`src/rtl/viz_pkg.sv`:
```
// Shared constants and types for the spectrum bar display.
//   NUM_BARS    number of frequency bins / bars (power of two)
//   HEIGHT_W    bar height width in pixels
//   MAX_H       tallest drawable bar
//   bar_idx_t   bin / bar RAM address
//   sched_state_t  bar_update_scheduler FSM states
package viz_pkg;

    localparam int unsigned NUM_BARS = 16;
    localparam int unsigned HEIGHT_W = 9;
    localparam int unsigned MAX_H    = 479;
    localparam int unsigned IDX_W    = $clog2(NUM_BARS);

    typedef logic [IDX_W-1:0] bar_idx_t;

    typedef enum logic [1:0] {
        IDLE,
        REQ,
        CALC,
        WRITE
    } sched_state_t;

endpackage

```
`src/rtl/bar_dynamics.sv`:
```
// Combinational per-bar smoothing: instant rise, clamped fall-off, and peak-hold.
//   tgt        target height for this frame (already saturated to MAX_H)
//   cur_h      height drawn last frame
//   peak       peak marker drawn last frame
//   hold       frames left before the peak may start falling
//   decay_sel  fall rate exponent: height falls 1 << decay_sel pixels per frame
//   new_h      height for this frame
//   new_pk     peak marker for this frame
//   new_hold   updated hold counter
module bar_dynamics
    import viz_pkg::*;
#(
    parameter int unsigned HOLD_FRAMES = 30,
    parameter int unsigned HOLD_W      = $clog2(HOLD_FRAMES + 1)
) (
    input  logic [HEIGHT_W-1:0] tgt,
    input  logic [HEIGHT_W-1:0] cur_h,
    input  logic [HEIGHT_W-1:0] peak,
    input  logic [HOLD_W-1:0]   hold,
    input  logic [1:0]          decay_sel,
    output logic [HEIGHT_W-1:0] new_h,
    output logic [HEIGHT_W-1:0] new_pk,
    output logic [HOLD_W-1:0]   new_hold
);

    // One extra bit so step + tgt cannot overflow.
    logic [HEIGHT_W:0] step;
    logic [HEIGHT_W:0] floor_h;
    logic [HEIGHT_W-1:0] pk_dec;

    always_comb begin
        step    = {{HEIGHT_W{1'b0}}, 1'b1} << decay_sel;
        floor_h = step + {1'b0, tgt};
        pk_dec  = peak - 1'b1;

        // cur_h - step is used only when it stays at or above tgt, so it never wraps.
        if (tgt >= cur_h) begin
            new_h = tgt;
        end else if ({1'b0, cur_h} >= floor_h) begin
            new_h = cur_h - step[HEIGHT_W-1:0];
        end else begin
            new_h = tgt;
        end

        // In the final branch peak > new_h >= 0, so peak - 1 cannot wrap.
        if (new_h >= peak) begin
            new_pk   = new_h;
            new_hold = HOLD_W'(HOLD_FRAMES);
        end else if (hold != '0) begin
            new_pk   = peak;
            new_hold = hold - 1'b1;
        end else begin
            new_pk   = (pk_dec > new_h) ? pk_dec : new_h;
            new_hold = '0;
        end
    end

endmodule

```
`src/rtl/bar_update_scheduler.sv`:
```
// Once per frame, on vblank_start, fetches every bin magnitude over a req/ack handshake,
// smooths it into a bar height plus peak marker, and writes both into the bar height RAM.
//   clk, reset     system clock, synchronous active-high reset
//   vblank_start   one-cycle pulse at the start of vertical blanking
//   freeze         skip frame passes while high (sampled at vblank_start)
//   decay_sel      fall rate exponent, sampled in CALC
//   mag_req/idx    magnitude fetch request and bin index, held until mag_ack
//   mag_ack/data   magnitude valid strobe and value
//   bar_we/waddr   bar RAM write strobe and address
//   bar_wdata      smoothed height, peak_wdata peak marker
//   busy           pass in progress
//   overrun        vblank_start seen while a pass was still running (same cycle)
module bar_update_scheduler
    import viz_pkg::*;
#(
    parameter int unsigned MAG_W       = 16,
    parameter int unsigned MAG_SHIFT   = 7,
    parameter int unsigned HOLD_FRAMES = 30
) (
    input  logic                clk,
    input  logic                reset,
    input  logic                vblank_start,
    input  logic                freeze,
    input  logic [1:0]          decay_sel,
    output logic                mag_req,
    output logic [IDX_W-1:0]    mag_idx,
    input  logic                mag_ack,
    input  logic [MAG_W-1:0]    mag_data,
    output logic                bar_we,
    output logic [IDX_W-1:0]    bar_waddr,
    output logic [HEIGHT_W-1:0] bar_wdata,
    output logic [HEIGHT_W-1:0] peak_wdata,
    output logic                busy,
    output logic                overrun
);

    localparam int unsigned HOLD_W = $clog2(HOLD_FRAMES + 1);

    sched_state_t        state_q, state_d;
    bar_idx_t            idx_q, idx_d;
    logic [MAG_W-1:0]    mag_q, mag_d;
    logic                mag_req_q, mag_req_d;
    logic                busy_q, busy_d;
    logic                bar_we_q, bar_we_d;
    bar_idx_t            bar_waddr_q, bar_waddr_d;
    logic [HEIGHT_W-1:0] bar_wdata_q, bar_wdata_d;
    logic [HEIGHT_W-1:0] peak_wdata_q, peak_wdata_d;

    logic [HEIGHT_W-1:0] cur_h_q [NUM_BARS];
    logic [HEIGHT_W-1:0] cur_h_d [NUM_BARS];
    logic [HEIGHT_W-1:0] peak_q  [NUM_BARS];
    logic [HEIGHT_W-1:0] peak_d  [NUM_BARS];
    logic [HOLD_W-1:0]   hold_q  [NUM_BARS];
    logic [HOLD_W-1:0]   hold_d  [NUM_BARS];

    logic [MAG_W-1:0]    mag_shifted;
    logic [HEIGHT_W-1:0] tgt;
    logic [HEIGHT_W-1:0] new_h;
    logic [HEIGHT_W-1:0] new_pk;
    logic [HOLD_W-1:0]   new_hold;

    // Saturate instead of truncating: a full-scale bin must draw MAX_H, not wrap.
    always_comb begin
        mag_shifted = mag_q >> MAG_SHIFT;
        if (mag_shifted > MAG_W'(MAX_H)) begin
            tgt = HEIGHT_W'(MAX_H);
        end else begin
            tgt = mag_shifted[HEIGHT_W-1:0];
        end
    end

    bar_dynamics #(
        .HOLD_FRAMES (HOLD_FRAMES),
        .HOLD_W      (HOLD_W)
    ) u_bar_dynamics (
        .tgt       (tgt),
        .cur_h     (cur_h_q[idx_q]),
        .peak      (peak_q[idx_q]),
        .hold      (hold_q[idx_q]),
        .decay_sel (decay_sel),
        .new_h     (new_h),
        .new_pk    (new_pk),
        .new_hold  (new_hold)
    );

    always_comb begin
        state_d      = state_q;
        idx_d        = idx_q;
        mag_d        = mag_q;
        mag_req_d    = mag_req_q;
        busy_d       = busy_q;
        bar_we_d     = 1'b0;
        bar_waddr_d  = bar_waddr_q;
        bar_wdata_d  = bar_wdata_q;
        peak_wdata_d = peak_wdata_q;
        cur_h_d      = cur_h_q;
        peak_d       = peak_q;
        hold_d       = hold_q;

        unique case (state_q)
            IDLE: begin
                if (vblank_start && !freeze) begin
                    state_d   = REQ;
                    idx_d     = '0;
                    busy_d    = 1'b1;
                    mag_req_d = 1'b1;
                end
            end
            REQ: begin
                if (mag_ack) begin
                    mag_d     = mag_data;
                    mag_req_d = 1'b0;
                    state_d   = CALC;
                end
            end
            CALC: begin
                // Outputs and history are registered here so they are valid in WRITE.
                bar_we_d       = 1'b1;
                bar_waddr_d    = idx_q;
                bar_wdata_d    = new_h;
                peak_wdata_d   = new_pk;
                cur_h_d[idx_q] = new_h;
                peak_d[idx_q]  = new_pk;
                hold_d[idx_q]  = new_hold;
                state_d        = WRITE;
            end
            WRITE: begin
                if (idx_q == bar_idx_t'(NUM_BARS - 1)) begin
                    state_d = IDLE;
                    busy_d  = 1'b0;
                end else begin
                    idx_d     = idx_q + 1'b1;
                    mag_req_d = 1'b1;
                    state_d   = REQ;
                end
            end
            default: begin
                state_d = IDLE;
            end
        endcase
    end

    always_ff @(posedge clk) begin
        if (reset) begin
            state_q      <= IDLE;
            idx_q        <= '0;
            mag_q        <= '0;
            mag_req_q    <= 1'b0;
            busy_q       <= 1'b0;
            bar_we_q     <= 1'b0;
            bar_waddr_q  <= '0;
            bar_wdata_q  <= '0;
            peak_wdata_q <= '0;
            for (int i = 0; i < NUM_BARS; i++) begin
                cur_h_q[i] <= '0;
                peak_q[i]  <= '0;
                hold_q[i]  <= '0;
            end
        end else begin
            state_q      <= state_d;
            idx_q        <= idx_d;
            mag_q        <= mag_d;
            mag_req_q    <= mag_req_d;
            busy_q       <= busy_d;
            bar_we_q     <= bar_we_d;
            bar_waddr_q  <= bar_waddr_d;
            bar_wdata_q  <= bar_wdata_d;
            peak_wdata_q <= peak_wdata_d;
            cur_h_q      <= cur_h_d;
            peak_q       <= peak_d;
            hold_q       <= hold_d;
        end
    end

    assign mag_req    = mag_req_q;
    assign mag_idx    = idx_q;
    assign bar_we     = bar_we_q;
    assign bar_waddr  = bar_waddr_q;
    assign bar_wdata  = bar_wdata_q;
    assign peak_wdata = peak_wdata_q;
    assign busy       = busy_q;
    assign overrun    = vblank_start & busy_q;

endmodule

```
`config.mk`:
```
export PLATFORM = sky130hd
export DESIGN_NAME = bar_update_scheduler
export DESIGN_NICKNAME = d
export VERILOG_FILES = /design/src/rtl/viz_pkg.sv /design/src/rtl/bar_dynamics.sv /design/src/rtl/bar_update_scheduler.sv
export SDC_FILE = /design/constraint.sdc
export NUM_CORES = 1
export LEC_CHECK = 0
export CAP_MARGIN = 20
export CORE_MARGIN = 2
export CORE_UTILIZATION = 56
export DETAILED_ROUTE_END_ITERATION = 12
export PLACE_DENSITY = 0.73
export RECOVER_POWER = 25
export SETUP_SLACK_MARGIN = 0.3
export SLEW_MARGIN = 20
export SYNTH_ARGS = -nofsm -noshare
export SYNTH_HDL_FRONTEND = slang
export SYNTH_SLANG_ARGS = --single-unit
```
`constraint.sdc`:
```
create_clock -name clk -period 8.1 [get_ports clk]
set_clock_uncertainty 0.15 [all_clocks]
set_input_delay 1.62 -clock clk [delete_from_list [all_inputs] [get_ports clk]]
set_output_delay 1.62 -clock clk [all_outputs]
set_load 0.01 [all_outputs]
```
== Word level (Yosys, flattened, before mapping) ==
Cells that the tools add are included.
Cells by class
  $lt $le $gt $ge: 7
  equality and inequality tests: 8
  reductions and logical operators: 12
  shift-type cells: 1
  bitwise logic cells: 2
  add/subtract/negate cells: 5
  mux-type cells: 38
Operators by type and width (count)
  144-bit bitwise mux: 2
  9-bit 2-to-1 mux: 11
  80-bit bitwise mux: 1
  9-bit binary-select mux with 4-bit select: 2
  9-bit demux with 4-bit select: 1
  5-bit 2-to-1 mux: 5
  5-bit binary-select mux with 4-bit select: 1
  5-bit demux with 4-bit select: 1
  9-bit >= comparator: 2
  10-bit by 9-bit adder with 10-bit output: 1
  9-bit by 10-bit >= comparator with 1-bit output: 1
  1-bit by 2-bit << shifter with 10-bit output, first input constant: 1
  9-bit greater-than comparator: 1
  9-bit greater-than comparator, second input constant: 1
  9-bit by 1-bit subtractor with 9-bit output, second input constant: 1
  9-bit subtractor: 1
  4-bit 2-to-1 mux: 2
  2-bit inequality test, second input constant: 4
  2-bit one-hot mux with 4 select lines: 1
  4-bit one-hot mux with 2 select lines: 1
  1-bit 2-to-1 mux: 6
  3-bit AND reduction: 2
  5-bit >= comparator, second input constant: 1
  5-bit by 1-bit < comparator with 1-bit output, second input constant: 1
  other kinds (18): 22
Storage, ports and cells
  register bits after elaboration: 415
  output and inout port bits: 30
  input port bits: 23

== Logic depth before layout (Yosys ltp) ==
Gate-level depths: netlist of the first run.
  depth in word-level cells: 12
  mapped depth: 35

== Modules after synthesis ==
Synthesis of the first run repeated with hierarchy kept, for this count alone.
Second synthesis, totals
  cell total of the unflattened synthesis: 2343
  area, all modules: 19528.7 sq um
Modules (own cells, without submodules)
  bar_update_scheduler: seq. area each 8167.8 sq um, area an instance 17569.4 sq um, cells each 2069, times used 1
  bar_dynamics: seq. area each 0.0 sq um, area an instance 1959.4 sq um, cells each 274, times used 1

== Worst setup path before layout of the first run ==
OpenSTA, ideal clock, no wires.
  kind: register to register
  start: reg idx_q[0] (netlist: mag_idx[0])
  end: reg peak_q[107] (netlist bit)
  path slack: -0.455 ns
  cell stages (with the launch flop): 32
  required time: 7.817 ns
  buffers on the path: 12
  arrival: 8.272 ns
  period minus slack after synthesis: 8.555 ns
  cell sequence: dfxtp_1 -> buf_6 -> buf_8 -> buf_4 -> buf_4 -> buf_2 -> buf_2 -> buf_1 -> mux4_2 -> mux4_2 -> ha_1 -> a211o_1 -> a31oi_1 -> o211ai_1 -> o211ai_1 -> clkbuf_1 -> nand2_1 -> o21ai_0 -> clkbuf_1 -> clkbuf_1 -> ha_1 -> and4_1 -> a221oi_1 -> nand2_1 -> a221oi_1 -> a211oi_2 -> nor2_1 -> a31oi_1 -> buf_2 -> a211oi_2 -> buf_2 -> a21oi_1
Between the ends
  cells in the longest elaborated chain, start to end: 12
  elaborated cells between the ends (all ways): 28
Ends and longest elaborated chain
  start, declared: line bar_update_scheduler.sv:40  | bar_idx_t idx_q, idx_d;
  start signal, assigned: line bar_update_scheduler.sv:161  | idx_q <= idx_d;
  4-bit NOT with 5-bit output (implied by the code) *: line bar_update_scheduler.sv:77  | .cur_h (cur_h_q[idx_q]),
  9-bit binary-select mux with 4-bit select *: line bar_update_scheduler.sv:77
  9-bit 2-to-1 mux (implied by the code) * (2 in a row): line bar_update_scheduler.sv:77
  9-bit subtractor / 9-bit by 10-bit >= comparator with 1-bit output (equally long branches): line bar_dynamics.sv:40, bar_dynamics.sv:39
  9-bit 2-to-1 mux: line bar_dynamics.sv:39  | end else if ({1'b0, cur_h} >= floor_h) begin
  9-bit 2-to-1 mux *: line bar_dynamics.sv:37  | if (tgt >= cur_h) begin
  net new_h[5]: line bar_update_scheduler.sv:58  | logic [HEIGHT_W-1:0] new_h;
  9-bit greater-than comparator: line bar_dynamics.sv:53  | new_pk = (pk_dec > new_h) ? pk_dec : new_h;
  9-bit 2-to-1 mux: line bar_dynamics.sv:53
  9-bit 2-to-1 mux: line bar_dynamics.sv:49  | end else if (hold != '0) begin
  9-bit 2-to-1 mux *: line bar_dynamics.sv:46  | if (new_h >= peak) begin
  144-bit bitwise mux *: line bar_update_scheduler.sv:123  | peak_d[idx_q] = new_pk;
  end signal, assigned: line bar_update_scheduler.sv:170  | peak_q <= peak_d;
  end, declared: line bar_update_scheduler.sv:51  | logic [HEIGHT_W-1:0] peak_q [NUM_BARS];
The timed path passes the listed nets; every way through them passes the cells marked *. The select of a mux whose other input is x is not followed.
A chain may end at the register's enable or synchronous reset.

== Worst setup path in the final report of the first run ==
  start: in decay_sel[0]
  end: reg peak_q[97] (netlist bit)
Between the ends
  cells in the longest elaborated chain, start to end: 10
  elaborated cells between the ends (all ways): 12
Ends and longest elaborated chain
  start, declared: line bar_update_scheduler.sv:24  | input logic [1:0] decay_sel,
  1-bit by 2-bit << shifter with 10-bit output *: line bar_dynamics.sv:32  | step = {{HEIGHT_W{1'b0}}, 1'b1} << decay_sel;
  10-bit by 9-bit adder with 10-bit output: line bar_dynamics.sv:33  | floor_h = step + {1'b0, tgt};
  9-bit by 10-bit >= comparator with 1-bit output: line bar_dynamics.sv:39
  9-bit 2-to-1 mux *: line bar_dynamics.sv:39
  9-bit 2-to-1 mux *: line bar_dynamics.sv:37
  net new_h[8]: line bar_update_scheduler.sv:58
  9-bit greater-than comparator: line bar_dynamics.sv:53
  9-bit 2-to-1 mux: line bar_dynamics.sv:53
  9-bit 2-to-1 mux: line bar_dynamics.sv:49
  9-bit 2-to-1 mux *: line bar_dynamics.sv:46
  144-bit bitwise mux *: line bar_update_scheduler.sv:123
The timed path passes the listed nets; every way through them passes the cells marked *.

==> impl_results.md, run 1 <==
- Run status: finished with violations
- Failing checks: max-capacitance violations, max-slew violations
- Max_slew headroom: -1.479
- Placeable Area: 0.03370 mm^2
- ANT cells: 0
- FILL cells: 2668
- Via-to-Cell Ratio: 6.336
- Library cells used by synthesis: 78
- Maximum buffer depth of the clock tree: 3
- Max FO, Critical Path: 8
- Routed len/inst: 22.01 um
- Syn Area/Cell: 9.246 um^2
- Layout area overhead: 12.90%
- Shortest period the worst path allows: 7.730 ns
- Number of flops mapped to enable cells by yosys: 0
- Ys async rst share: 0
- Root Buffer: clkbuf_16
- Crit end category: flop
- RSZ-0062 raised after global routing: false
- Worst slew pin tran: 3.719 ns
- Die Y: 189.2 um
- Slew Limit Fails: 316
- GRT Total Usage: 0.3054
- Largest net degree at the start of global routing: 217
- Synth Cell Area: 0.01921 mm^2
- Clock slew at reported path FFs: 0.06 ns
- Io pins: 53
- GR peak layer: met2
- Vias in the first global route: 15390
- Register area: 0.008175 mm^2
- Area of the multi-input gates: 0.01022 mm^2
- Sw frac: 0.4652
- Largest delay share family, worst path: compound AO/OA/AOI/OAI gates
- Seq cells post-synth: 408
- Placed Instance Area: 0.01997 mm^2
- Net switching power: 4378 uW
- FP Rows: 67
- Drt total wl: 55.75 mm
- Post-synth top area share: 0.4251
- Max-Cap Viols: 3
- GPL Wtd Cong: 0.9630
- PwrDens: 434.0 mW/mm^2
- Vias: 16050
- Area contributors post-synth: dfxtp_1, mux4_2, a21oi_1
- Fraction of layout cells with a size suffix above 1: 0.1496
- Finished Cell Area: 0.02169 mm^2
- Peak per-stage delay on the critical path: 0.54 ns
- Hold Crit Class: flop to flop
- Part of the Yosys area used for sequential elements: 0.4251
- Cell taking the most area after synthesis: dfxtp_1
- Sequential Power Share: 0.225
- Pre-antenna DRT Iters: 6
- Final setup viols: 0
- Global-route wire length before repair: 86.03 mm
- Predominant post-synthesis flop cell: dfxtp_1
- M2 GR Usage: 0.5097
- Syn_nets: 2155
- Setup crit start kind: input port
- Final Power: 9413 uW
- VDD IR max: 0.4689 mV
- CTS tree: yes
- Initial antenna violation count: 0
- Int Power: 5034 uW
- Top cell by count, worst path: ha_1
- Final Hold Fails: 0
- Residual DRC count: 0
- Critical path type: input port to flop
- Initial Util: 0.5701
- Max frequency: 129.4 MHz
- GR Overflow Total: 0
- Die ar.: 0.03580 mm^2
- GRT met3 Usage: 0.05190
- Clock sinks: 408
- Nets: 2128
- Hpwl dp: 33.75 mm
- CTS Buf Count: 42
- Final worst-path cycle share: 0.9543
- Warnings from Yosys: 0
- Required time worst endpoint: 8.23 ns
- Mapped Cells: 2078
- Clk_lat worst skew: 0.54 ns
- Die X: 189.2 um
- Detail Route Antenna Nets: 0
- Bufs and invs on worst path: 5
- Critical Path AT: 7.86 ns
- Gate power share: 0.557
- DR iter-0 viols: 1646
- GR Util met1: 0.3954
- IO Port Bufs: 45
- Clock Power Share: 0.218
- CTS HTree Levels: 2
- Worst path slowest cell: clkdlybuf4s50_1
- Static Leak: 0.007681 uW
## through the flow
stage / instances / setup TNS (ns) / utilization / hold WS, ns / setup slack [ns]
5_1_grt: 2533 / 0 / 0.6436 / 0.3203 / 0.06210
3_3_place_gp: 2445 / -7.317 / 0.5926 / 0.2881 / -0.1177
4_1_cts: 2523 / 0 / 0.6372 / 0.3012 / 0.2837
6_report: 2533 / 0 / 0.6436 / 0.3022 / 0.3701
2_1_floorplan: 2078 / 0 / - / 0.2812 / 0.3330
3_5_place_dp: 2445 / -32.55 / 0.5926 / 0.2935 / -0.3551
## Yosys cell counts, types with 17 or more instances
master,n
a211oi_1,86
a21oi_1,252
a31oi_1,25
and2_1,22
buf_2,22
clkbuf_1,156
dfxtp_1,408
ha_1,52
inv_1,43
mux2i_1,20
mux4_2,101
nand2_1,280
nand3_1,70
nor2_1,195
o21ai_0,121
o31ai_1,19
xnor2_1,17
## flip-flops by register name, summed over array words and instances, names as in the netlist
signal	cells
mag_q	9
mag_req	1
bar_waddr	4
hold_q	80
state_q	2
peak_wdata	9
busy	1
bar_we	1
mag_idx	4
bar_wdata	9
cur_h_q	144
peak_q	144
## path summary, 6_finish.rpt
kind / start / end / slack, ns / depth (start not counted)
worst max-delay path: decay_sel[0] / peak_q[97] / 0.37 / 29
worst min-delay path: hold_q[25] / hold_q[25] / 0.30 / 2
worst max register to register: mag_idx[2] / peak_q[97] / 0.78 / 23
worst min register to register: hold_q[25] / hold_q[25] / 0.30 / 2
## power by group through the flow
| stage | Combinational [uW] | Clock [uW] | Sequential (uW) |
|---|---|---|---|
| after detailed placement | 4500 | 0 | 2160 |
| after CTS | 4550 | 2070 | 2110 |
| final | 5240 | 2060 | 2110 |
| after global routing | 5550 | 2160 | 2120 |
| after floorplan | 3110 | 0 | 2150 |
| after global placement | 4440 | 0 | 2150 |
## layer usage
metal / vias to the layer above / share of wire
met3: 170 / 0.083
met2: 712 / 0.47
li1: 7384 / -
met5: - / 0
met4: 0 / 0.047
met1: 7782 / 0.40
## worst min-delay path, cell delays in order, from the launching register on
cell,delay (ns)
dfxtp_1,0.31
nand2_1,0.05
a21oi_1,0.05
## layout by cell type, fill, tap and decap left out, drive strengths merged, types with 7 or more instances in the layout
cell           instances
nor3                   7
nand2                281
xnor2                 18
nand2b                10
o21ai                121
clkinv                 7
dfxtp                408
nand3                 70
dlygate4sd3           26
nor2                 197
a21oi                252
clkdlybuf4s50         18
mux2i                 22
and2                  22
o31ai                 19
nor2b                 11
a211oi                89
a31oi                 25
o41ai                 17
a21o                   9
inv                   46
clkbuf                66
o211ai                 8
buf                   77
ha                    52
mux4                 110
## repair_timing
action                                  in CTS  in global routing
pin swaps                                    0                  5
hold buffers                                 0                  0
endpoints found under the setup margin      34                227
setup buffers                                0                  8
gates resized for setup                      1                 26
cloned                                       0                  1
## kinds of logic (layout without fill, tap and decap cells)
kind of cell / after synthesis / after routing / share of synthesized area
and+or+nand+nor: 629 / 629 / 0.1415
muxes: 135 / 135 / 0.1452
AOI/OAI and AO/OA: 585 / 586 / 0.1885
buffers and inverters: 242 / 248 / 0.05184
DFF: 408 / 408 / 0.4251
adders and majority gates: 55 / 55 / 0.03647
xor gates and xnor gates: 24 / 24 / 0.01133
## cell type report
class,instances,share of cell area
Clock inverter,15,0.01067
Multi-Input combinational cell,1429,0.4712
Timing Repair Buffer,124,0.04909
Tap cell,448,0.02584
Clock buffer,63,0.05821
Inverter,46,0.008018
Sequential cell,408,0.3769
(Power assumes the default switching activity.)
==> inputs of run 2 (changes only) <==
--- a/config.mk
+++ b/config.mk
@@ -15,4 +15,5 @@
 export SLEW_MARGIN = 20
 export SYNTH_ARGS = -nofsm -noshare
 export SYNTH_HDL_FRONTEND = slang
+export SYNTH_HIERARCHICAL = 1
 export SYNTH_SLANG_ARGS = --single-unit
==> run 2 against run 1 <==
The run still ends with max-capacitance violations, max-slew violations left. Synthesized cell count grew 13%. Global-route usage is essentially flat. Final area shrank 1.3%. Worst setup slack gained 0.37 ns. Area after synthesis grew 1.6%. Power shrank 6.2%. Critical path depth shrank 1. Core utilization shrank 2.2 points. Sequential cell count is the same. Fmax grew 5.0%. Die area grew 1.6%. Final cell count grew 8.9%. Largest power group unchanged.
==> impl_results.md, run 2 <==
- Drt total wl: 55.65 mm
- FILL cells: 2916
- IO Port Bufs: 45
- Bufs and invs on worst path: 6
- Die Y: 190.7 um
- Area contributors post-synth: dfxtp_1, nand2_1, mux4_2
- Mapped Cells: 2343
- FF-to-FF path depth: 25
- Warnings from Yosys: 6
- Largest delay share family, worst path: compound AO/OA/AOI/OAI gates
- Sw frac: 0.4559
- Max_slew headroom: -1.595
- RSZ-0062 raised after global routing: false
- Failing checks: max-capacitance violations, max-slew violations
- Final cell count without fillers: 2758
- Fraction of layout cells with a size suffix above 1: 0.1168
- Pre-antenna DRT Iters: 5
- Clock sinks: 408
- Initial Util: 0.5667
- Largest net degree at the start of global routing: 191
- Cell taking the most area after synthesis: dfxtp_1
- Slew Limit Fails: 222
- CTS tree: yes
- Syn Area/Cell: 8.335 um^2
- GR Overflow Total: 0
- Setup crit start kind: input port
- Vias in the first global route: 16170
- Max-Cap Viols: 2
- Setup Buffers After CTS: 0
- Placed Instance Area: 0.01995 mm^2
- PwrDens: 412.3 mW/mm^2
- Max frequency: 135.9 MHz
- Part of the Yosys area used for sequential elements: 0.4182
- Most common cell after layout, fill and taps aside: nand2_1
- Seq cells post-synth: 408
- Final worst-path cycle share: 0.9085
- Final setup viols: 0
- CTS Buf Count: 43
- Clk_lat worst skew: 0.55 ns
- Peak per-stage delay on the critical path: 0.56 ns
- Predominant post-synthesis flop cell: dfxtp_1
- Hpwl dp: 34.16 mm
- Post-synth top area share: 0.4182
- Final Hold Fails: 0
- Clock Power Share: 0.233
- Sequential Power Share: 0.240
- Gate power share: 0.527
- Vias: 16580
- Worst path slowest cell: o21ai_0
- ANT cells: 0
- Synth top cells by count: nand2_1, dfxtp_1, a21oi_1
- Net switching power: 4026 uW
- Via-to-Cell Ratio: 6.013
- Worst slew pin tran: 3.893 ns
- Io pins: 53
- Placeable Area: 0.03446 mm^2
- VDD IR max: 0.5011 mV
- Hold Slack: 0.3009 ns
- Run status: finished with violations
- Stages on worst setup path: 28
- Cells after DPL: 2680
- Initial antenna violation count: 0
- Maximum buffer depth of the clock tree: 3
- CTS resizes: 0
- Global-route wire length before repair: 86.88 mm
- Top-count cell post-synth: nand2_1
- Top flop regs: cur_h_q (144), peak_q (144), hold_q (80)
- Nets: 2349
- Commonest non-fill, non-tap cells in the layout: nand2_1, dfxtp_1, a21oi_1
- Shortest period the worst path allows: 7.359 ns
- Static Leak: 0.007234 uW
- DR iter-0 viols: 1734
- Routed len/inst: 20.18 um
- GPL Wtd Cong: 0.9222
- Setup TNS: 0 ns
- Residual DRC count: 0
- Layout area overhead: 9.668%
- WHS Path Cells: 2
- Max FO, Critical Path: 17
- Hold Crit Class: flop to flop
- Number of flops mapped to enable cells by yosys: 0
- Register area: 0.008175 mm^2
- Critical Path AT: 7.46 ns
- Syn_nets: 2421
- Detail Route Antenna Nets: 0
- Ys async rst share: 0
- Synth Cell Area: 0.01953 mm^2
- Finished Core Util: 0.6215
- CTS hold repair buffers: 0
- Library cells used by synthesis: 68
- Area of the multi-input gates: 0.01012 mm^2
- Clock slew at reported path FFs: 0.06 ns
- Top cell by count, worst path: o21ai_0
- GRT Total Usage: 0.3058
- Finished Cell Area: 0.02142 mm^2
- Die ar.: 0.03638 mm^2
- Int Power: 4804 uW
- Root Buffer: clkbuf_16
- Die X: 190.7 um
- Crit end category: flop
- Required time worst endpoint: 8.20 ns
- CTS HTree Levels: 2
- Critical path type: input port to flop
- FP Rows: 68
-- run 2: final cells by class --
cell class	count	area share
timing repair buffer	104	0.04195
inverter	46	0.008062
sequential	408	0.3817
clock inverter	10	0.007712
clock buffer	67	0.06158
multi-input combinational	1668	0.4724
tap	455	0.02658
-- run 2: cell families (layout without fill, tap and decap cells) --
kind of cell,count (synthesis),count (layout),synth area share
fa+ha+maj,55,55,0.03601
flops,408,408,0.4182
buf+inv,267,227,0.06542
simple gates,953,953,0.1966
compound gates,511,511,0.1499
xor+xnor,29,29,0.01301
mux,120,120,0.1208
-- run 2: worst min-delay path: cells and delay by family (launching register included) --
kind               cells  cell delay (ns)
and+or+nand+nor        1             0.05
DFF                    1             0.30
AOI/OAI and AO/OA      1             0.05
-- run 2: path summary, 6_finish.rpt --
| check | startpoint | end | slack (ns) |
|---|---|---|---|
| setup / recovery | decay_sel[0] | peak_q[72] | 0.74 |
| hold / removal | peak_q[121] | peak_q[121] | 0.30 |
| setup reg to reg | mag_idx[0] | peak_q[72] | 0.75 |
| hold reg to reg | peak_q[121] | peak_q[121] | 0.30 |
-- run 2: power by group through the flow --
stage,combinational [uW],sequential [uW],clock (uW)
2_1_floorplan,2950,2160,0
3_3_place_gp,4430,2160,0
3_5_place_dp,4490,2160,0
4_1_cts,4530,2120,2070
5_1_grt,4920,2130,2150
6_report,4660,2120,2060
-- run 2: per-stage QoR --
| step | setup WS, ns | power, uW |
|---|---|---|
| floorplan | 0.8809 | 5104 |
| global placement | 0.2677 | 6594 |
| detailed placement | 0.1726 | 6654 |
| CTS | 0.6661 | 8721 |
| global route | 0.1857 | 9204 |
| finish | 0.7415 | 8830 |
-- run 2: layer usage --
layer  share of wire  track usage  up-vias
met5               0            0        -
met4           0.042       0.1190        0
met3           0.084      0.05024      162
met2            0.48       0.5176      701
met1            0.39       0.3908     7990
li1                -            -     7731
==> inputs of run 3 (changes only) <==
--- a/config.mk
+++ b/config.mk
@@ -8,11 +8,11 @@
 export CAP_MARGIN = 20
 export CORE_MARGIN = 2
 export CORE_UTILIZATION = 56
+export CTS_CLUSTER_DIAMETER = 200
 export DETAILED_ROUTE_END_ITERATION = 12
 export PLACE_DENSITY = 0.73
 export RECOVER_POWER = 25
 export SETUP_SLACK_MARGIN = 0.3
-export SLEW_MARGIN = 20
 export SYNTH_ARGS = -nofsm -noshare
 export SYNTH_HDL_FRONTEND = slang
 export SYNTH_HIERARCHICAL = 1
==> run 3 against run 2 <==
The flow still finishes with violations (max-capacitance violations, max-slew violations). Sequential cell count stayed put. Global-route usage is 0.20 points lower. Register-to-register slack better by 0.05 ns. Power is 1.1% lower. Sequential power hardly changed. Via count is 0.24% higher. Routed wire length is 0.32% higher. Final cell count is 0.29% higher. Combinational power hardly changed. Worst hold slack worse by 0.00075 ns.
==> impl_results.md, run 3 (same netlist as run 2, synthesis figures left out) <==
- Run status: finished with violations
- Failing checks: max-capacitance violations, max-slew violations
- Hold Crit Endpoint: peak_q[101]
- Most common cell after layout, fill and taps aside: nand2_1
- Max-Cap Viols: 2
- Layout area overhead: 10.33%
- RR Endpoint: peak_q[135]
- Pre-antenna DRT Iters: 7
- ANT cells: 0
- CTS Buf Count: 43
- Register area: 0.008175 mm^2
- FF-to-FF path depth: 24
- Io pins: 53
- Vias: 16620
- Max frequency: 133.6 MHz
- Detail Route Antenna Nets: 0
- Clock sinks: 408
- Top flop regs: cur_h_q (144), peak_q (144), hold_q (80)
- Die Y: 190.7 um
- Sw frac: 0.4604
- Max_slew headroom: -3.012
- CTS HTree Levels: 2
- GR Overflow Total: 0
- Placed Instance Area: 0.01998 mm^2
- Routed len/inst: 20.18 um
- Setup Buffers After CTS: 0
- Placeable Area: 0.03446 mm^2
- Maximum buffer depth of the clock tree: 3
- CTS tree: yes
- PwrDens: 405.4 mW/mm^2
- Final Hold Fails: 0
- Final Power: 8734 uW
- Int Power: 4713 uW
- Critical path type: input port to flop
- Largest net degree at the start of global routing: 191
- Final setup viols: 0
- Hpwl dp: 34.22 mm
- Residual DRC count: 0
- Hold Startpoint: peak_q[101]
- Finished Cell Area: 0.02155 mm^2
- Die ar.: 0.03638 mm^2
- Slew Limit Fails: 223
- Area of the multi-input gates: 0.01011 mm^2
- Drt total wl: 55.82 mm
- Final worst-path cycle share: 0.9239
- Clock slew at reported path FFs: 0.06 ns
- GRT Total Usage: 0.3038
- CTS hold repair buffers: 0
- Required time worst endpoint: 8.29 ns
- Clk_lat worst skew: 0.56 ns
- Via-to-Cell Ratio: 6.010
- DR iter-0 viols: 1837
- Critical Path AT: 7.68 ns
- FILL cells: 2923
- Setup TNS: 0 ns
- Root Buffer: clkbuf_16
- Fraction of layout cells with a size suffix above 1: 0.1190
- VDD IR max: 0.5445 mV
- Cells after DPL: 2681
- Global-route wire length before repair: 86.48 mm
- Setup crit start kind: input port
- Net switching power: 4022 uW
- Final worst slack: 0.6161 ns
- FP Rows: 68
- GPL Wtd Cong: 0.9222
- Initial Util: 0.5667
- Initial antenna violation count: 0
- Pre-CTS WS: 0.1666 ns
- Worst slew pin tran: 6.017 ns
- Shortest period the worst path allows: 7.484 ns
- Clock Power Share: 0.223
- RSZ-0062 raised after global routing: false
- Nets: 2357
- Max FO, Critical Path: 137
- IO Port Bufs: 45
- Sequential Power Share: 0.243
- Crit end category: flop
- Vias in the first global route: 16220
- WHS Path Cells: 2
- Final cell count without fillers: 2766
- Static Leak: 0.007293 uW
- Commonest non-fill, non-tap cells in the layout: nand2_1, dfxtp_1, a21oi_1
- Die X: 190.7 um
- R2r startpoint: mag_idx[2]
- Register-to-register setup slack: 0.80 ns
- Gate power share: 0.534
- Hold Crit Class: flop to flop
run 3: layout make-up:
class                      instances  area share
clock inverter                     9    0.004065
inverter                          46    0.008014
sequential                       408      0.3794
timing repair buffer             112     0.05186
clock buffer                      68     0.06092
multi-input combinational       1668      0.4693
tap                              455     0.02642
run 3: how the worst max path moves through the flow:
stage | from | to | slack, ns | cells after the start
floorplan | decay_sel[0] | peak_q[101] | 0.88 | 33
global placement | decay_sel[0] | peak_wdata[7] | 0.27 | 28
detailed placement | decay_sel[0] | peak_wdata[7] | 0.17 | 28
CTS | decay_sel[0] | peak_wdata[7] | 0.69 | 28
global route | decay_sel[0] | peak_wdata[0] | 0.17 | 33
finish | reset | peak_q[68] | 0.62 | 3
run 3: power by group through the flow:
stage	sequential, uW	combinational [uW]	clock [uW]
floorplan	2160	2950	0
global placement	2160	4430	0
detailed placement	2160	4490	0
CTS	2120	4540	1970
global route	2130	4950	2050
finish	2120	4670	1950
run 3: worst max-delay path, cell delays in order:
cell      delay (ns)
clkbuf_1        4.15
clkbuf_2        1.72
a21oi_1         0.11
run 3: through the flow:
stage                     utilization  hold WS [ns]
after floorplan                     -        0.2812
after global placement         0.5789        0.2875
after detailed placement       0.5797        0.2946
after CTS                      0.6204        0.3026
after global routing           0.6253        0.3161
final                          0.6253        0.3001
run 3: timing repair:
item | 4_1_cts | 5_1_grt
gates resized for setup | 0 | 3
endpoints found under the setup margin | 0 | 33
hold endpoints to repair | 0 | 0
run 3: metal layers:
| metal | share of wire | vias to the layer above | GRT usage |
|---|---|---|---|
| met1 | 0.40 | 8019 | 0.3886 |
| met4 | 0.038 | 0 | 0.1252 |
| met5 | 0 | - | 0 |
| met2 | 0.48 | 710 | 0.5106 |
| li1 | - | 7762 | - |
| met3 | 0.084 | 133 | 0.04987 |
==> variant 1: new RTL, flow settings as in run 1 <==
`HOLD_FRAMES` is set to 30 in 2 places; all go to 15.
--- a/src/rtl/bar_dynamics.sv
+++ b/src/rtl/bar_dynamics.sv
@@ -11,5 +11,5 @@
     import viz_pkg::*;
 #(
-    parameter int unsigned HOLD_FRAMES = 30,
+    parameter int unsigned HOLD_FRAMES = 15,
     parameter int unsigned HOLD_W      = $clog2(HOLD_FRAMES + 1)
 ) (
--- a/src/rtl/bar_update_scheduler.sv
+++ b/src/rtl/bar_update_scheduler.sv
@@ -16,5 +16,5 @@
     parameter int unsigned MAG_W       = 16,
     parameter int unsigned MAG_SHIFT   = 7,
-    parameter int unsigned HOLD_FRAMES = 30
+    parameter int unsigned HOLD_FRAMES = 15
 ) (
     input  logic                clk,
Behaviour: same outputs for any inputs over 4 cycles, from zero or initial values and one cycle with reset high; that may be too few to reach the edited logic, so the function may still have changed.
==> variant 1 against run 1 <==
- the run still ends with capacitance limit, slew limit left
- critical endpoint is now peak_q[142]$_SDFFE_PP0P_
- design area decreased by 4.6%
- routed wire length decreased by 13%
- synthesized area is 2.5% lower
- sequential power decreased by 3%
- global-route usage is 3.0 points lower
- largest power group unchanged
- setup slack improved by 0.11 ns
- first-iteration DRC count is 28% lower
- sequential cell count is 16 lower
- largest cell class unchanged
- power shrank 11%
==> variant 1: results (changes against run 1) <==
Cells and area
  • Multi-input combinational cell area: 0.00986 mm^2 (was 0.0102 mm^2)
  • Portion of the layout cell area used by clock cells: 6.44% (was 6.89%)
  • Clock buffer count: 64 (was 63)
  • Layout non-clock buf frac: 4.47% (was 4.91%)
  • Signal buffers: 109 (was 124)
  • Share of the final layout cell area in multi-input gates: 47.6% (was 47.1%)

Synthesis
  • Post-synthesis average cell area: 9.40 um^2 (was 9.25 um^2)
  • Distinct cells, synth: 63 (was 78)
  • Cell types with the highest counts after synthesis: sky130_fd_sc_hd__dfxtp_1, sky130_fd_sc_hd__nor2_1, sky130_fd_sc_hd__nand2_1 (was sky130_fd_sc_hd__dfxtp_1, sky130_fd_sc_hd__nand2_1, sky130_fd_sc_hd__a21oi_1)
  • Area fraction in compound gates after synthesis: 18.2% (was 18.8%)
  • Area share of xor/xnor cells in the synthesized design: 1.12% (was 1.13%)
  • Synth top area cells: sky130_fd_sc_hd__dfxtp_1, sky130_fd_sc_hd__mux4_2, sky130_fd_sc_hd__a211oi_1 (was sky130_fd_sc_hd__dfxtp_1, sky130_fd_sc_hd__mux4_2, sky130_fd_sc_hd__a21oi_1)
  • Mux share of post-synthesis cell area: 14.6% (was 14.5%)
  • Flops & latches, synth: 392 (was 408)

Global routing
  • Aggregate global-route resource usage: 27.5% (was 30.5%)
  • Maximum number of pins on one net before global-route repair: 197 (was 217)
  • Met1 usage: 35.9% (was 39.5%)

Run status
  • Violated checks: capacitance limit, slew limit (unchanged)
  • Result of the run: complete, but fails checks (unchanged)

Placed design
  • DP HPWL: 30300 um (was 33700 um)
  • Placement Cell Area: 0.0194 mm^2 (was 0.0200 mm^2)

Floorplan
  • FP Rows: 66 (was 67)

Worst hold path
  • Min-delay src: cur_h_q[19]$_SDFFE_PP0P_ (was hold_q[25]$_SDFFE_PP0P_)
  • Destination of the worst hold path: cur_h_q[19]$_SDFFE_PP0P_ (was hold_q[25]$_SDFFE_PP0P_)

Job
  • Max-Cap Viols: 5 (was 3)

STA
  • Min Hold Slack: 0.301 ns (was 0.302 ns)
  • Count of final max-slew check failures: 465 (was 316)

Pwr
  • VDD IR-drop max: 489 uV (was 469 uV)
  • Net switching power: 3780 uW (was 4380 uW)
  • Clock network fraction of total power: 22.2% (was 21.8%)

Critical path
  • Maximum fanout count along the critical path: 18 (was 8)
  • Path depth of the worst reg2reg path: 21 (was 23)
  • Crit path launch: decay_sel[1] (was decay_sel[0])
  • Arrival time at the worst endpoint: 7.67 ns (was 7.86 ns)

Drt
  • Wire length per cell: 20.0 um (was 22.0 um)
  • First DRT Iteration DRCs: 1183 (was 1646)
  • Via count of the routed design: 14600 (was 16000)
  • Detailed-router iteration count before antenna repair: 5 (was 6)
  • Sum of met2 wire segment lengths after detailed routing: 22800 um (was 26000 um)
  • Total routed wire length on the met1 layer: 20400 um (was 22400 um)
## variant 1: cell count changes after synthesis, sizes merged, moves of 10 or more
cell,run 1,this run
nand2,281,258
o41ai,17,2
a21oi,252,172
o31ai,19,6
dfxtp,408,392
o21ai,121,12
a211oi,89,223
buf,40,50
nor2,197,321
a31oi,25,7
nand3,70,29
## variant 1: worst max-delay path by stage
| stage | endpoint | slack [ns] | cells past startpoint |
|---|---|---|---|
| finish | peak_q[142]$_SDFFE_PP0P_ | 0.48 | 27 |
| global route | peak_q[142]$_SDFFE_PP0P_ | 0.18 | 27 |
| CTS | peak_q[35]$_SDFFE_PP0P_ | 0.50 | 27 |
| detailed placement | peak_q[107]$_SDFFE_PP0P_ | -0.05 | 27 |
| global placement | peak_q[8]$_SDFFE_PP0P_ | 0.11 | 26 |
| floorplan | peak_q[92]$_SDFFE_PP0P_ | 0.38 | 29 |
## variant 1: repair_timing
action,4_1_cts,5_1_grt
gates resized for setup,0,4
endpoints found under the setup margin,0,80
hold endpoints to repair,0,0
==> variant 2: new RTL, config.mk and constraints of run 1 <==
Made on the original files. `bar_wdata_q` and `peak_wdata_q` no longer have a reset.
--- a/src/rtl/bar_update_scheduler.sv
+++ b/src/rtl/bar_update_scheduler.sv
@@ -150,6 +150,4 @@
             bar_we_q     <= 1'b0;
             bar_waddr_q  <= '0;
-            bar_wdata_q  <= '0;
-            peak_wdata_q <= '0;
             for (int i = 0; i < NUM_BARS; i++) begin
                 cur_h_q[i] <= '0;
@@ -165,10 +163,13 @@
             bar_we_q     <= bar_we_d;
             bar_waddr_q  <= bar_waddr_d;
-            bar_wdata_q  <= bar_wdata_d;
-            peak_wdata_q <= peak_wdata_d;
             cur_h_q      <= cur_h_d;
             peak_q       <= peak_d;
             hold_q       <= hold_d;
         end
+    end
+
+    always_ff @(posedge clk) begin
+        bar_wdata_q  <= bar_wdata_d;
+        peak_wdata_q <= peak_wdata_d;
     end
 
Formal check against the unedited RTL: differs if reset is asserted again (counterexample within 4 cycles, from zero or initial values and one cycle with reset high); with reset held inactive, the same outputs for 10 cycles.
==> variant 2 against run 1 <==
- synthesized cell count grew 2.6%
- sequential power grew 4%
- die area grew 3.0%
- the flow still finishes with violations (capacitance limit, slew limit)
- register-to-register slack lost 0.18 ns
- critical path type unchanged
- cell count grew 1.9%
- power shrank 2.7%
- routed wire length grew 2.3%
- design area grew 0.97%
- critical path depth shrank 1
- sequential cell count is the same
- setup slack gained 0.23 ns
- synthesized area grew 3.0%
==> variant 2: results (changes against run 1) <==
Run status
  • Result of the run: complete, but fails checks (unchanged)
  • Violated checks: capacitance limit, slew limit (unchanged)

Job
  • Max-Cap Viols: 4 (was 3)

Cells and area
  • Multi-input gate count: 1485 (was 1429)
  • Fraction of layout cells with a size suffix above 1: 13.6% (was 15.0%)
  • Number of nets in the final layout: 2169 (was 2128)
  • Share of the final layout cell area in multi-input gates: 47.5% (was 47.1%)
  • Number of filler instances in the final layout: 2884 (was 2668)

Synthesis
  • Number of enable-type register cells in the synthesized netlist: 18 (was 0)
  • Post-synthesis average cell area: 9.29 um^2 (was 9.25 um^2)
  • Cell types with the highest counts after synthesis: sky130_fd_sc_hd__dfxtp_1, sky130_fd_sc_hd__nand2_1, sky130_fd_sc_hd__nor2_1 (was sky130_fd_sc_hd__dfxtp_1, sky130_fd_sc_hd__nand2_1, sky130_fd_sc_hd__a21oi_1)

Global routing
  • Grt met2 use: 50.7% (was 51.0%)
  • Aggregate global-route resource usage: 31.0% (was 30.5%)
  • GR met3 Demand/Resource: 5.61% (was 5.19%)
  • Global-route wire length before repair: 88400 um (was 86000 um)

Pwr
  • Combinational-cell power consumption: 4940 uW (was 5240 uW)

STA
  • Count of final max-slew check failures: 366 (was 316)
  • Tightest slew margin relative to the limit: -190% (was -148%)

Drt
  • Wire length per cell: 22.1 um (was 22.0 um)
  • Ratio of routed vias to standard cells: 6.34 (about the same)
  • First DRT Iteration DRCs: 1741 (was 1646)

Critical path
  • Maximum fanout count along the critical path: 12 (was 8)
  • Arrival time at the worst endpoint: 7.57 ns (was 7.86 ns)
  • Critical Path Slowest Stage Cell: sky130_fd_sc_hd__nor2_2 (was sky130_fd_sc_hd__clkdlybuf4s50_1)

Placed design
  • DP Cell Count: 2497 (was 2445)
  • Placer Congestion: 0.908 (was 0.963)

Clocking
  • CTS Buf Count: 43 (was 42)
variant 2: what timing repair did:
item                                    CTS  global route
setup buffers                             0             4
endpoints found under the setup margin    0            98
resized for setup                         0             3
variant 2: tightest hold or removal path: cells and delay by family, from the launching register on:
kind / cells / cell delay [ns]
flops: 1 / 0.31
simple gates: 1 / 0.05
compound gates: 1 / 0.05
variant 2: kinds of logic after synthesis:
family          after synthesis  synth area share [%]
compound gates              437                  15.0
fa+ha+maj                    55                  3.54
buf+inv                     238                  5.52
mux                         127                  13.3
xor+xnor                     22                  1.07
simple gates                844                  19.4
flops                       408                  42.2
variant 2: per-layer routing:
| layer | vias to the layer above | wire (um) |
|---|---|---|
| li1 | 7557 | - |
| met1 | 7977 | 23600 |
| met2 | 671 | 26800 |
| met3 | 155 | 4550 |
| met4 | 0 | 2050 |
| met5 | - | 0 |
variant 2: path summary, 6_finish.rpt:
path,from,endpoint,slack [ns],cells past startpoint
worst max register to register,mag_idx[2]$_SDFFE_PP0P_,peak_q[2]$_SDFFE_PP0P_,0.60,23
worst min register to register,mag_q[9]$_SDFFE_PP0P_,mag_q[9]$_SDFFE_PP0P_,0.30,2
worst max-delay path,decay_sel[1],peak_q[2]$_SDFFE_PP0P_,0.60,28
worst min-delay path,mag_q[9]$_SDFFE_PP0P_,mag_q[9]$_SDFFE_PP0P_,0.30,2
variant 2: through the flow:
stage | cell area (um^2) | worst slack (ns)
2_1_floorplan | 19900 | 0.306
3_3_place_gp | 20400 | 0.126
3_5_place_dp | 20400 | -0.0579
4_1_cts | 21900 | 0.447
5_1_grt | 21900 | 0.176
6_report | 21900 | 0.599
